$ cat config.mk
export PLATFORM = sky130hd
export DESIGN_NAME = seq_btn_en_gen_autorepeat_flat
export DESIGN_NICKNAME = d
export VERILOG_FILES = /design/src/rtl/seq_btn_en_gen_autorepeat_if.sv /design/src/rtl/seq_btn_en_gen_autorepeat.sv /design/src/flat_wrapper.sv
export SDC_FILE = /design/constraint.sdc
export NUM_CORES = 1
export LEC_CHECK = 0
export ABC_AREA = 1
export ABC_CLOCK_PERIOD_IN_PS = 1900
export CAP_MARGIN = 10
export CORE_MARGIN = 2
export CORE_UTILIZATION = 43
export DETAILED_ROUTE_END_ITERATION = 8
export PLACE_DENSITY = 0.68
export RECOVER_POWER = 50
export REMOVE_ABC_BUFFERS = 1
export SYNTH_ARGS = -nofsm -noshare
export SYNTH_HDL_FRONTEND = slang
export SYNTH_SLANG_ARGS = --single-unit
$ cat constraint.sdc
create_clock -name clk -period 1.9 [get_ports clk]
set_clock_uncertainty 0.1 [all_clocks]
set_input_delay 0.38 -clock clk [delete_from_list [all_inputs] [get_ports clk]]
set_output_delay 0.38 -clock clk [all_outputs]
set_load 0.005 [all_outputs]
$ cat src/rtl/seq_btn_en_gen_autorepeat_if.sv
// Button-side signal bundle: raw button in, enable pulse and debounced level out.
interface seq_btn_en_gen_autorepeat_if;
    logic btn;
    logic en;
    logic held;

    modport master (output btn, input en, input held);
    modport slave  (input btn, output en, output held);
endinterface

$ cat src/rtl/seq_btn_en_gen_autorepeat.sv
// Pushbutton to counter-enable converter: synchronizer, debouncer and press/auto-repeat FSM.
module seq_btn_en_gen_autorepeat #(
    parameter int DEBOUNCE_CYCLES = 4,
    parameter int REPEAT_DELAY    = 8,
    parameter int REPEAT_PERIOD   = 3,
    parameter int REPEAT_EN       = 1
) (
    input  logic                          clk,
    input  logic                          reset,
    seq_btn_en_gen_autorepeat_if.slave    bus
);

    localparam int DB_W    = (DEBOUNCE_CYCLES > 1) ? $clog2(DEBOUNCE_CYCLES) : 1;
    localparam int TMR_MAX = (REPEAT_DELAY > REPEAT_PERIOD) ? REPEAT_DELAY - 1 : REPEAT_PERIOD - 1;
    localparam int TMR_W   = $clog2(TMR_MAX + 1);

    localparam logic [DB_W-1:0]  DB_LAST     = DB_W'(DEBOUNCE_CYCLES - 1);
    localparam logic [TMR_W-1:0] DELAY_LOAD  = TMR_W'(REPEAT_DELAY - 1);
    localparam logic [TMR_W-1:0] PERIOD_LOAD = TMR_W'(REPEAT_PERIOD - 1);

    typedef enum logic [1:0] {
        IDLE     = 2'd0,
        DELAY    = 2'd1,
        REPEAT   = 2'd2,
        WAIT_REL = 2'd3
    } state_t;

    logic             s1_q;
    logic             s2_q;
    logic [DB_W-1:0]  db_cnt_q;
    logic [DB_W-1:0]  db_cnt_d;
    logic             held_q;
    logic             held_d;
    state_t           state_q;
    logic [TMR_W-1:0] timer_q;
    logic             en_q;
    logic             held_rise;
    logic             held_fall;

    always_comb begin
        db_cnt_d = '0;
        held_d   = held_q;
        if (s2_q != held_q) begin
            if (db_cnt_q == DB_LAST) begin
                held_d = ~held_q;
            end else begin
                db_cnt_d = db_cnt_q + 1'b1;
            end
        end
    end

    // The FSM reacts on the same edge that flips held, so en and held rise together.
    assign held_rise = held_d & ~held_q;
    assign held_fall = ~held_d & held_q;

    always_ff @(posedge clk or posedge reset) begin
        if (reset) begin
            s1_q     <= 1'b0;
            s2_q     <= 1'b0;
            db_cnt_q <= '0;
            held_q   <= 1'b0;
        end else begin
            s1_q     <= bus.btn;
            s2_q     <= s1_q;
            db_cnt_q <= db_cnt_d;
            held_q   <= held_d;
        end
    end

    // Release takes priority over everything, including a timer expiring on the same edge.
    always_ff @(posedge clk or posedge reset) begin
        if (reset) begin
            state_q <= IDLE;
            timer_q <= '0;
            en_q    <= 1'b0;
        end else begin
            en_q <= 1'b0;
            if (held_fall) begin
                state_q <= IDLE;
            end else begin
                case (state_q)
                    IDLE: begin
                        if (held_rise) begin
                            en_q <= 1'b1;
                            if (REPEAT_EN != 0) begin
                                timer_q <= DELAY_LOAD;
                                state_q <= DELAY;
                            end else begin
                                state_q <= WAIT_REL;
                            end
                        end
                    end
                    DELAY, REPEAT: begin
                        if (timer_q == '0) begin
                            en_q    <= 1'b1;
                            timer_q <= PERIOD_LOAD;
                            state_q <= REPEAT;
                        end else begin
                            timer_q <= timer_q - 1'b1;
                        end
                    end
                    default: begin
                        state_q <= state_q;
                    end
                endcase
            end
        end
    end

    assign bus.en   = en_q;
    assign bus.held = held_q;

endmodule

$ cat src/flat_wrapper.sv
// flat-port wrapper written by rule: the top's interface ports become plain ports
module seq_btn_en_gen_autorepeat_flat 
#(
    parameter int DEBOUNCE_CYCLES = 4,
    parameter int REPEAT_DELAY    = 8,
    parameter int REPEAT_PERIOD   = 3,
    parameter int REPEAT_EN       = 1
)
  (clk, reset, bus_btn, bus_en, bus_held);
  seq_btn_en_gen_autorepeat_if bus_i ();
  input  logic clk;
  input  logic reset;
  input wire logic [$bits(bus_i.btn)-1:0] bus_btn;
  output wire logic [$bits(bus_i.en)-1:0] bus_en;
  output wire logic [$bits(bus_i.held)-1:0] bus_held;
  assign bus_i.btn = bus_btn;
  assign bus_en = bus_i.en;
  assign bus_held = bus_i.held;
  seq_btn_en_gen_autorepeat #(.DEBOUNCE_CYCLES(DEBOUNCE_CYCLES), .REPEAT_DELAY(REPEAT_DELAY), .REPEAT_PERIOD(REPEAT_PERIOD), .REPEAT_EN(REPEAT_EN)) u_core (.clk(clk), .reset(reset), .bus(bus_i));
endmodule
* Word level (Yosys, flattened, before mapping)
Index checks and enable logic that the tools add are counted.
** Storage, ports and cells
- Bits in registers :: 11
- Logic and storage cells :: 43
** Operators by class
- Add/subtract/negate cells :: 2
- Eq/ne operators :: 7
- Muxes and demuxes :: 15
- Bitwise gates (word level) :: 5
- Reductions and logical operators :: 7
** Operator list (number)
- $mux W2 :: 5
- $mux W3 :: 2
- $ne A3 B1 Y1 const B :: 2
- $pmux W3 S2 :: 1
- $reduce_and A3 Y1 :: 2
- $mux W1 :: 5
- $eq A2 B2 Y1 const B :: 2
- $pmux W2 S2 :: 1
- $logic_not A3 Y1 :: 1
- $not A1 Y1 :: 3
- $reduce_bool A3 Y1 :: 1
- $sub A3 B1 Y3 const B :: 1
- $add A2 B1 Y2 const B :: 1
- $and A1 B1 Y1 :: 2
- $eq A2 B1 Y1 const B :: 1
- $logic_not A2 Y1 :: 1
- $ne A2 B1 Y1 const B :: 1
- $pmux W1 S2 :: 1
- $reduce_bool A2 Y1 :: 1
- $reduce_or A2 Y1 :: 1
- $ne A1 B1 Y1 :: 1

* Logic depth before layout (Yosys ltp)
Gate-level depths: netlist of run 1.
- Depth after elaboration :: 7
- Mapped depth :: 8
- Gate-level depth less buffers :: 8

* Least setup slack after synthesis of run 1
No wires, ideal clock.
- Path kind :: reg2reg
- Start point :: reg u_core.timer_q[0]
- End point :: reg u_core.timer_q[2]
- Arrival :: 1.177 ns
- Setup slack :: 0.506 ns
- Stages on the path, launching flop included :: 8
- Cell sequence :: dfrtp_1 > inv_1 > ha_1 > inv_1 > ha_1 > or2_2 > nand3_1 > nand2_1
** On the way
- Word-level cells in the longest chain between the ends :: 3
- Elaborated cells between the ends (all ways) :: 4
- Classes of those cells :: add/sub: 1; mux: 2; reduce/logical: 1
** Ends and longest elaborated chain
- start, declared :: line seq_btn_en_gen_autorepeat.sv:35 : logic [TMR_W-1:0] timer_q;
- start signal, assigned :: line seq_btn_en_gen_autorepeat.sv:99 : timer_q <= timer_q - 1'b1;
- $sub A3 B1 Y3 or $logic_not A3 Y1 (tied branches) :: line seq_btn_en_gen_autorepeat.sv:99, seq_btn_en_gen_autorepeat.sv:94
- $mux W3 (*) :: line seq_btn_en_gen_autorepeat.sv:94 : if (timer_q == '0) begin
- $pmux W3 S2 (*) :: line seq_btn_en_gen_autorepeat.sv:81 : case (state_q)
Mark *: on every way between the ends. The rest lies on a longest branch, timed or not.
A chain may end at the register's enable or synchronous reset.

* Worst setup path in the final report of run 1
- Start point :: reg u_core.held_q (netlist: u_core.bus.held)
- End point :: out bus_held
** RTL lines
- start, declared :: line seq_btn_en_gen_autorepeat.sv:32 : logic held_q;
- start signal, assigned :: line seq_btn_en_gen_autorepeat.sv:66 : held_q <= held_d;
- end, declared :: line flat_wrapper.sv:15 : output wire logic [$bits(bus_i.held)-1:0] bus_held;
No word-level cell between the ends.

==> results_dict.tcl, run 1 <==
set metrics [dict create \
    outcome "complete, no violations" \
    root_buffer "clkbuf_4" \
    min_period_over_period_pct 88.7 \
    drt_first_pass_iters 4 \
    syn_area_sq_um 596 \
    chipWidth_um 41.2 \
    power_density_nw_per_um2 1700 \
    relSlewSlack_pct 72.3 \
    cp_num_cells 1 \
    htreeDepth 1 \
    grt_max_degree 12 \
    seq_area_sq_um 275 \
    clock_sinks 11 \
    n_antenna_cell 0 \
    start_kind "flop" \
    dpl.hpwl_um 727 \
    placed_area_sq_um 654 \
    rsz0062_at_grt "false" \
    grt_pass1_vias 398 \
    setup_viol 0 \
    portBuffers 4 \
    drtIter0Drc 6 \
    drv_cap 0 \
    critPathSlowestCell "clkdlybuf4s50_1" \
    slew_violations 0 \
    area_delta_synth_final_pct 14.5 \
    synth.top_cell.area_share_pct 46.2 \
    crit_chain "clkdlybuf4s50_1" \
    crit_path_end_kind "output pin" \
    finalWorstSetupSlack_ns 0.214 \
    drtAntennaViolNets 0 \
    required_ns 1.42 \
    min_from "u_core.s1_q$_DFF_PP0_" \
    worst_hold_path.num_cells 0 \
    tightest_slew_ns 0.415 \
    path_max_fanout 4 \
    yosys_warnings 0 \
    antenna_found_initial 0 \
    numCtsBuffers 3 \
    finalHoldViolCount 0 \
    start_util_pct 45.8 \
    wirelength_um 920 \
    crit_type "reg2out" \
    gp_congestion 0.708 \
    dieArea_sq_um 1700 \
    fill_cells 126 \
    routedWlPerCell_um 10.2 \
    multi_input_area_sq_um 254 \
    layout-drive-gt1-share_pct 16.0 \
    cp_data_arrival_time_ns 1.21 \
    drc 0 \
    synth_top_cell_by_area "dfrtp_1" \
    grt_pass1_wl_mm 1.57 \
    critPathMaxStageDelay_ns 0.52 \
    clk_latency_ns 0.27 \
    r2r_end "u_core.timer_q[2]$_DFFE_PP0P_" \
    vias_per_cell 4.70 \
    grt_usage_pct 15.3 \
    critPathBufInv 1 \
    rr_worst_depth 6 \
    ys_seq_area_share_pct 46.2 \
    peakVddDrop_mv 0.783 \
    cts.path.max_buffers 2 \
    cts_resized 0 \
    nets 85 \
    dp_slack_ns 0.435 \
    ff2ff_setup_slack_ns 0.42 \
    timing.rr.start "u_core.state_q[0]$_DFFE_PP0P_" \
    synthCells 67 \
    synth_area_per_cell_sq_um 8.89 \
    boundaryPins 5 \
    path_delay_family "buffers and inverters" \
    die_y_um 41.2 \
    fmax_mhz 593 \
    cts_tree "done" \
    hold_buffers 0 \
    worst_hold_path.endpoint "u_core.s2_q$_DFF_PP0_" \
    clkTransAtPathRegs_ns 0.08 \
    setup-tns-final_ns 0 \
    num_rows 13 \
    yosysUniqueCellTypes 16 \
    synth-seq-cells 11 \
    design_area_sq_um 682 \
    min-delay-path-class "reg2reg" \
    fin_util_pct 52.4 \
    overflow 0 \
    vias 423 \
    core_area_sq_um 1300 \
    synth_area_leaders "dfrtp_1 (46%), ha_1 (13%), inv_1 (10%), nand2_1 (6.9%), nand3_1 (5.9%)" \
    leakagePower_uw 0.000371 \
    layout_min_cycle_time_ns 1.69 \
    post-cts-setup-buffers 0 \
]
-- layout make-up --
type	count	share of cell area [%]
Tap cell	15	2.75
Timing Repair Buffer	4	5.87
Clock inverter	1	0.734
Sequential cell	11	40.4
Multi-Input combinational cell	39	37.2
Inverter	17	9.72
Clock buffer	3	3.30
-- how the worst max path moves through the flow --
stage / startpoint / end
floorplan: u_core.timer_q[0]$_DFFE_PP0P_ / u_core.timer_q[2]$_DFFE_PP0P_
global placement: u_core.state_q[1]$_DFFE_PP0P_ / u_core.timer_q[2]$_DFFE_PP0P_
detailed placement: u_core.timer_q[0]$_DFFE_PP0P_ / u_core.timer_q[2]$_DFFE_PP0P_
CTS: u_core.bus.held$_DFF_PP0_ / bus_held
global route: u_core.bus.held$_DFF_PP0_ / bus_held
finish: u_core.bus.held$_DFF_PP0_ / bus_held
-- power breakdown --
group | switching [uW] | total [uW] | internal (uW)
clock network | 83.4 | 161 | 77.9
logic | 342 | 605 | 263
registers | 61.4 | 393 | 332
-- routing by layer --
metal,track usage [%],vias to the layer above,wire length (um)
met5,0,-,0
met4,12.1,0,7
met3,3.26,2,27
met2,24.6,6,478
met1,17.3,198,407
li1,-,217,-
-- placed cells by master (no fill, tap or decap) --
cell type,Yosys,final
xnor2_1,1,1
inv_1,16,16
nand3_1,7,7
clkbuf_4,0,3
nand2_1,11,11
inv_4,1,1
nor2_1,2,2
clkdlybuf4s50_1,0,2
o21ai_0,2,2
dfrtp_1,11,11
nand2_2,2,2
nand2_4,2,2
ha_1,6,6
a21oi_1,1,1
clkinv_2,0,1
or2_2,1,1
o21ai_1,1,1
nand3_2,2,2
nor3_1,1,1
dlygate4sd3_1,0,2
-- synth_stat cells (all sizes together) --
cell type	instances
nand2	15
or2	1
nor2	2
inv	17
o21ai	3
nand3	9
a21oi	1
xnor2	1
nor3	1
ha	6
dfrtp	11
-- stage by stage --
step / cells / hold slack, ns / total power [uW]
6_report: 90 / 0.261 / 1160
5_1_grt: 90 / 0.271 / 1290
4_1_cts: 90 / 0.265 / 1180
3_5_place_dp: 86 / 0.247 / 1010
3_3_place_gp: 86 / 0.234 / 988
2_1_floorplan: 67 / 0.132 / 871
-- registers in the layout, summed over array words and instances (netlist names) --
register / flops
u_core.bus.en: 1
u_core.bus.held: 1
u_core.db_cnt_q: 2
u_core.s1_q: 1
u_core.s2_q: 1
u_core.state_q: 2
u_core.timer_q: 3
-- cell families (layout without fill, tap and decap cells) --
logic type,after synthesis,after routing,share of synthesized area (%)
buffers and inverters,17,25,11.1
adder cells (fa/ha/maj),6,6,12.6
flip-flops,11,11,46.2
AND/OR/NAND/NOR,28,28,25.2
AO/OA/AOI/OAI,4,4,3.36
XOR/XNOR,1,1,1.47
Power figures use the tool's default switching activity.
==> run 2, diff against run 1 <==
--- a/config.mk
+++ b/config.mk
@@ -8,12 +8,12 @@
 export ABC_AREA = 1
 export ABC_CLOCK_PERIOD_IN_PS = 1900
 export CAP_MARGIN = 10
-export CORE_MARGIN = 2
 export CORE_UTILIZATION = 43
 export DETAILED_ROUTE_END_ITERATION = 8
 export PLACE_DENSITY = 0.68
 export RECOVER_POWER = 50
 export REMOVE_ABC_BUFFERS = 1
+export SLEW_MARGIN = 20
 export SYNTH_ARGS = -nofsm -noshare
 export SYNTH_HDL_FRONTEND = slang
 export SYNTH_SLANG_ARGS = --single-unit
==> results_dict.tcl, run 2 (same netlist as run 1, synthesis figures left out) <==
set metrics [dict create \
    outcome "complete, no violations" \
    start_kind "flop" \
    hold_ws_ns 0.255 \
    relSlewSlack_pct 73.4 \
    worst_hold_path.num_cells 0 \
    crit_path_end_kind "output pin" \
    max_flop_register "u_core.timer_q" \
    wirelength_um 877 \
    multi_input_area_sq_um 254 \
    drc 0 \
    setup_viol 0 \
    cts.path.max_buffers 2 \
    grt_usage_pct 15.0 \
    final_common_cell "inv_1" \
    grt_pass1_vias 361 \
    min-delay-path-class "reg2reg" \
    clkTransAtPathRegs_ns 0.07 \
    clock_sinks 11 \
    drt_first_pass_iters 3 \
    die_y_um 39.2 \
    tightest_slew_ns 0.399 \
    overflow 0 \
    timing.rr.start "u_core.timer_q[0]$_DFFE_PP0P_" \
    gp_congestion 0.793 \
    num_rows 13 \
    seq_area_sq_um 275 \
    post-cts-setup-buffers 0 \
    peakVddDrop_mv 0.709 \
    chipWidth_um 39.2 \
    layout_min_cycle_time_ns 1.69 \
    path_max_fanout 4 \
    fill_cells 125 \
    antenna_found_initial 0 \
    power_density_nw_per_um2 1710 \
    cts_tree "done" \
    cp_data_arrival_time_ns 1.21 \
    crit_chain "clkdlybuf4s50_1" \
    slew_violations 0 \
    layout-drive-gt1-share_pct 14.7 \
    start_util_pct 45.8 \
    portBuffers 4 \
    dpl.hpwl_um 616 \
    critPathBufInv 1 \
    grt_max_degree 12 \
    htreeDepth 1 \
    final_cell_count_no_fill 90 \
    rr_worst_depth 7 \
    vias_per_cell 4.72 \
    min_from "u_core.s1_q$_DFF_PP0_" \
    min_period_over_period_pct 88.9 \
    nets 85 \
    finalHoldViolCount 0 \
    hold_buffers 0 \
    leakagePower_uw 0.000368 \
    startpoint "u_core.bus.held$_DFF_PP0_" \
    placed_area_sq_um 654 \
    routedWlPerCell_um 9.74 \
    grt_pass1_wl_mm 1.44 \
    finalWorstSetupSlack_ns 0.211 \
    drtAntennaViolNets 0 \
    drtIter0Drc 4 \
    cts_resized 0 \
    crit_type "reg2out" \
    rsz0062_at_grt "false" \
    root_buffer "clkbuf_4" \
    dp_cells 86 \
    drv_cap 0 \
    design_area_sq_um 681 \
    area_delta_synth_final_pct 14.3 \
    path_delay_family "buffers and inverters" \
    dp_slack_ns 0.444 \
    fmax_mhz 592 \
    numCtsBuffers 3 \
    boundaryPins 5 \
    core_area_sq_um 1300 \
    reg_top3 "u_core.timer_q x3, u_core.db_cnt_q x2, u_core.state_q x2" \
    cp_num_cells 1 \
    final_cell_mix "inv_1 (16), nand2_1 (11), dfrtp_1 (11)" \
    setup-tns-final_ns 0 \
    largest_reg_flops 3 \
    n_antenna_cell 0 \
    dieArea_sq_um 1540 \
    critPathSlowestCell "clkdlybuf4s50_1" \
    vias 425 \
    clk_latency_ns 0.27 \
    critPathMaxStageDelay_ns 0.52 \
    required_ns 1.42 \
]
[run 2: cell types whose count changed in the layout (fill, tap and decap cells not counted), sizes merged]
cell,delta
clkbuf,+1
clkinv,-1
[run 2: final timing paths]
path                                                 end  slack [ns]
hold / removal                     u_core.s2_q$_DFF_PP0_        0.25
max in group asynchronous  u_core.timer_q[1]$_DFFE_PP0P_        1.00
hold reg to reg                    u_core.s2_q$_DFF_PP0_        0.25
min in group asynchronous          u_core.s2_q$_DFF_PP0_        0.42
setup reg to reg           u_core.timer_q[2]$_DFFE_PP0P_        0.45
setup / recovery                                bus_held        0.21
[run 2: metal layers]
metal | vias up | track usage (%) | part of all wire (%)
li1 | 219 | - | -
met1 | 194 | 17.9 | 44
met2 | 7 | 22.1 | 49
met3 | 5 | 5.20 | 3.8
met4 | 0 | 10.3 | 3.0
met5 | - | 0 | 0
[run 2: layout make-up]
cell class | count | share of cell area, %
Multi-Input combinational cell | 39 | 37.3
Tap cell | 15 | 2.76
Clock buffer | 4 | 3.86
Inverter | 17 | 9.74
Timing Repair Buffer | 4 | 5.88
Sequential cell | 11 | 40.4
[run 2: stage by stage]
step	utilization [%]	total power (uW)
after floorplan	-	871
final	52.3	1160
after CTS	52.3	1170
after detailed placement	50.3	1000
after global routing	52.3	1270
after global placement	50.3	982
[run 2: power by group]
group / switching, uW / total (uW) / internal (uW)
registers: 61.9 / 394 / 332
logic: 342 / 604 / 262
clock network: 82.2 / 164 / 81.4
==> run 3, diff against run 2 <==
--- a/config.mk
+++ b/config.mk
@@ -9,6 +9,7 @@
 export ABC_CLOCK_PERIOD_IN_PS = 1900
 export CAP_MARGIN = 10
 export CORE_UTILIZATION = 43
+export CTS_BUF_LIST = sky130_fd_sc_hd__clkbuf_8
 export DETAILED_ROUTE_END_ITERATION = 8
 export PLACE_DENSITY = 0.68
 export RECOVER_POWER = 50
==> results_dict.tcl, run 3 (same netlist as run 1, synthesis figures left out) <==
set metrics [dict create \
    outcome "complete, no violations" \
    area_delta_synth_final_pct 17.4 \
    cp_data_arrival_time_ns 1.17 \
    drt_first_pass_iters 3 \
    n_antenna_cell 0 \
    gp_congestion 0.793 \
    htreeDepth 1 \
    portBuffers 4 \
    rr_worst_depth 7 \
    required_ns 1.42 \
    cts.path.max_buffers 2 \
    drv_cap 0 \
    vias_per_cell 4.66 \
    clkTransAtPathRegs_ns 0.05 \
    power_density_nw_per_um2 1760 \
    core_area_sq_um 1300 \
    path_max_fanout 4 \
    dpl.hpwl_um 616 \
    crit_chain "clkdlybuf4s50_1" \
    worst_hold_path.endpoint "u_core.s2_q$_DFF_PP0_" \
    finalHoldViolCount 0 \
    slew_violations 0 \
    grt_pass1_wl_mm 1.48 \
    final_cell_count_no_fill 90 \
    start_util_pct 45.8 \
    hold_buffers 0 \
    grt_usage_pct 15.6 \
    ff2ff_setup_slack_ns 0.45 \
    timing.rr.start "u_core.timer_q[0]$_DFFE_PP0P_" \
    min_from "u_core.s1_q$_DFF_PP0_" \
    root_buffer "clkbuf_8" \
    nets 85 \
    peakVddDrop_mv 0.759 \
    chipWidth_um 39.2 \
    relSlewSlack_pct 73.3 \
    final_cell_mix "inv_1 (17), nand2_1 (11), dfrtp_1 (11)" \
    crit_type "reg2out" \
    boundaryPins 5 \
    vias 419 \
    post-cts-setup-buffers 0 \
    cts_resized 0 \
    grt_max_degree 12 \
    fmax_mhz 607 \
    grt_pass1_vias 370 \
    path_delay_family "buffers and inverters" \
    dieArea_sq_um 1540 \
    layout-drive-gt1-share_pct 14.7 \
    clk_latency_ns 0.24 \
    final_common_cell "inv_1" \
    leakagePower_uw 0.000380 \
    drc 0 \
    tightest_slew_ns 0.400 \
    min-delay-path-class "reg2reg" \
    largest_reg_flops 3 \
    clock_sinks 11 \
    r2r_end "u_core.timer_q[2]$_DFFE_PP0P_" \
    antenna_found_initial 0 \
    setup-tns-final_ns 0 \
    worst_hold_path.num_cells 0 \
    dp_cells 86 \
    finalPower_uw 1230 \
    num_rows 13 \
    crit_path_end_kind "output pin" \
    critPathSlowestCell "clkdlybuf4s50_1" \
    wirelength_um 888 \
    rsz0062_at_grt "false" \
    drtIter0Drc 5 \
    max_flop_register "u_core.timer_q" \
    reg_top3 "u_core.timer_q x3, u_core.db_cnt_q x2, u_core.state_q x2" \
    start_kind "flop" \
    layout_min_cycle_time_ns 1.65 \
    min_period_over_period_pct 86.7 \
    setup_viol 0 \
    cts_tree "done" \
    critPathMaxStageDelay_ns 0.52 \
    overflow 0 \
    die_y_um 39.2 \
    drtAntennaViolNets 0 \
    cp_num_cells 1 \
    critPathBufInv 1 \
    routedWlPerCell_um 9.87 \
    numCtsBuffers 3 \
]
[run 3: changes by cell type in the layout (fill, tap and decap cells not counted), sizes merged]
| cell | delta |
|---|---|
| inv | +1 |
| clkbuf | -1 |
[run 3: worst max-delay path by stage]
stage                                        startpoint                       endpoint  slack [ns]
after detailed placement  u_core.timer_q[0]$_DFFE_PP0P_  u_core.timer_q[2]$_DFFE_PP0P_        0.44
after global routing          u_core.bus.held$_DFF_PP0_                       bus_held        0.19
after global placement    u_core.timer_q[0]$_DFFE_PP0P_  u_core.timer_q[2]$_DFFE_PP0P_        0.48
final                         u_core.bus.held$_DFF_PP0_                       bus_held        0.25
after CTS                     u_core.bus.held$_DFF_PP0_                       bus_held        0.24
after floorplan           u_core.timer_q[0]$_DFFE_PP0P_  u_core.timer_q[2]$_DFFE_PP0P_        0.51
[run 3: power by group]
part	internal [uW]	switching, uW	total, uW
registers	333	61.5	394
logic	262	343	605
clock network	142	89.7	232
[run 3: stage by stage]
step / hold slack, ns / instance area (sq um) / utilization (%) / worst slack, ns
floorplan: 0.132 / 596 / - / 0.506
global placement: 0.232 / 654 / 50.3 / 0.475
detailed placement: 0.236 / 654 / 50.3 / 0.444
CTS: 0.247 / 699 / 53.8 / 0.236
global route: 0.265 / 699 / 53.8 / 0.190
finish: 0.245 / 699 / 53.8 / 0.252
[run 3: cell type report]
cell class	count	area [sq um]
Timing Repair Buffer	4	40.0
Inverter	17	66.3
Tap cell	15	18.8
Clock inverter	1	3.75
Multi-Input combinational cell	39	254
Sequential cell	11	275
Fill cell	123	602
Clock buffer	3	41.3
[run 3: layer usage]
layer | wire length [um] | up-vias | GRT usage [%]
met5 | 0 | - | 0
met4 | 27 | 0 | 12.9
met3 | 26 | 3 | 3.47
met2 | 438 | 7 | 24.6
met1 | 396 | 191 | 17.5
li1 | - | 218 | -
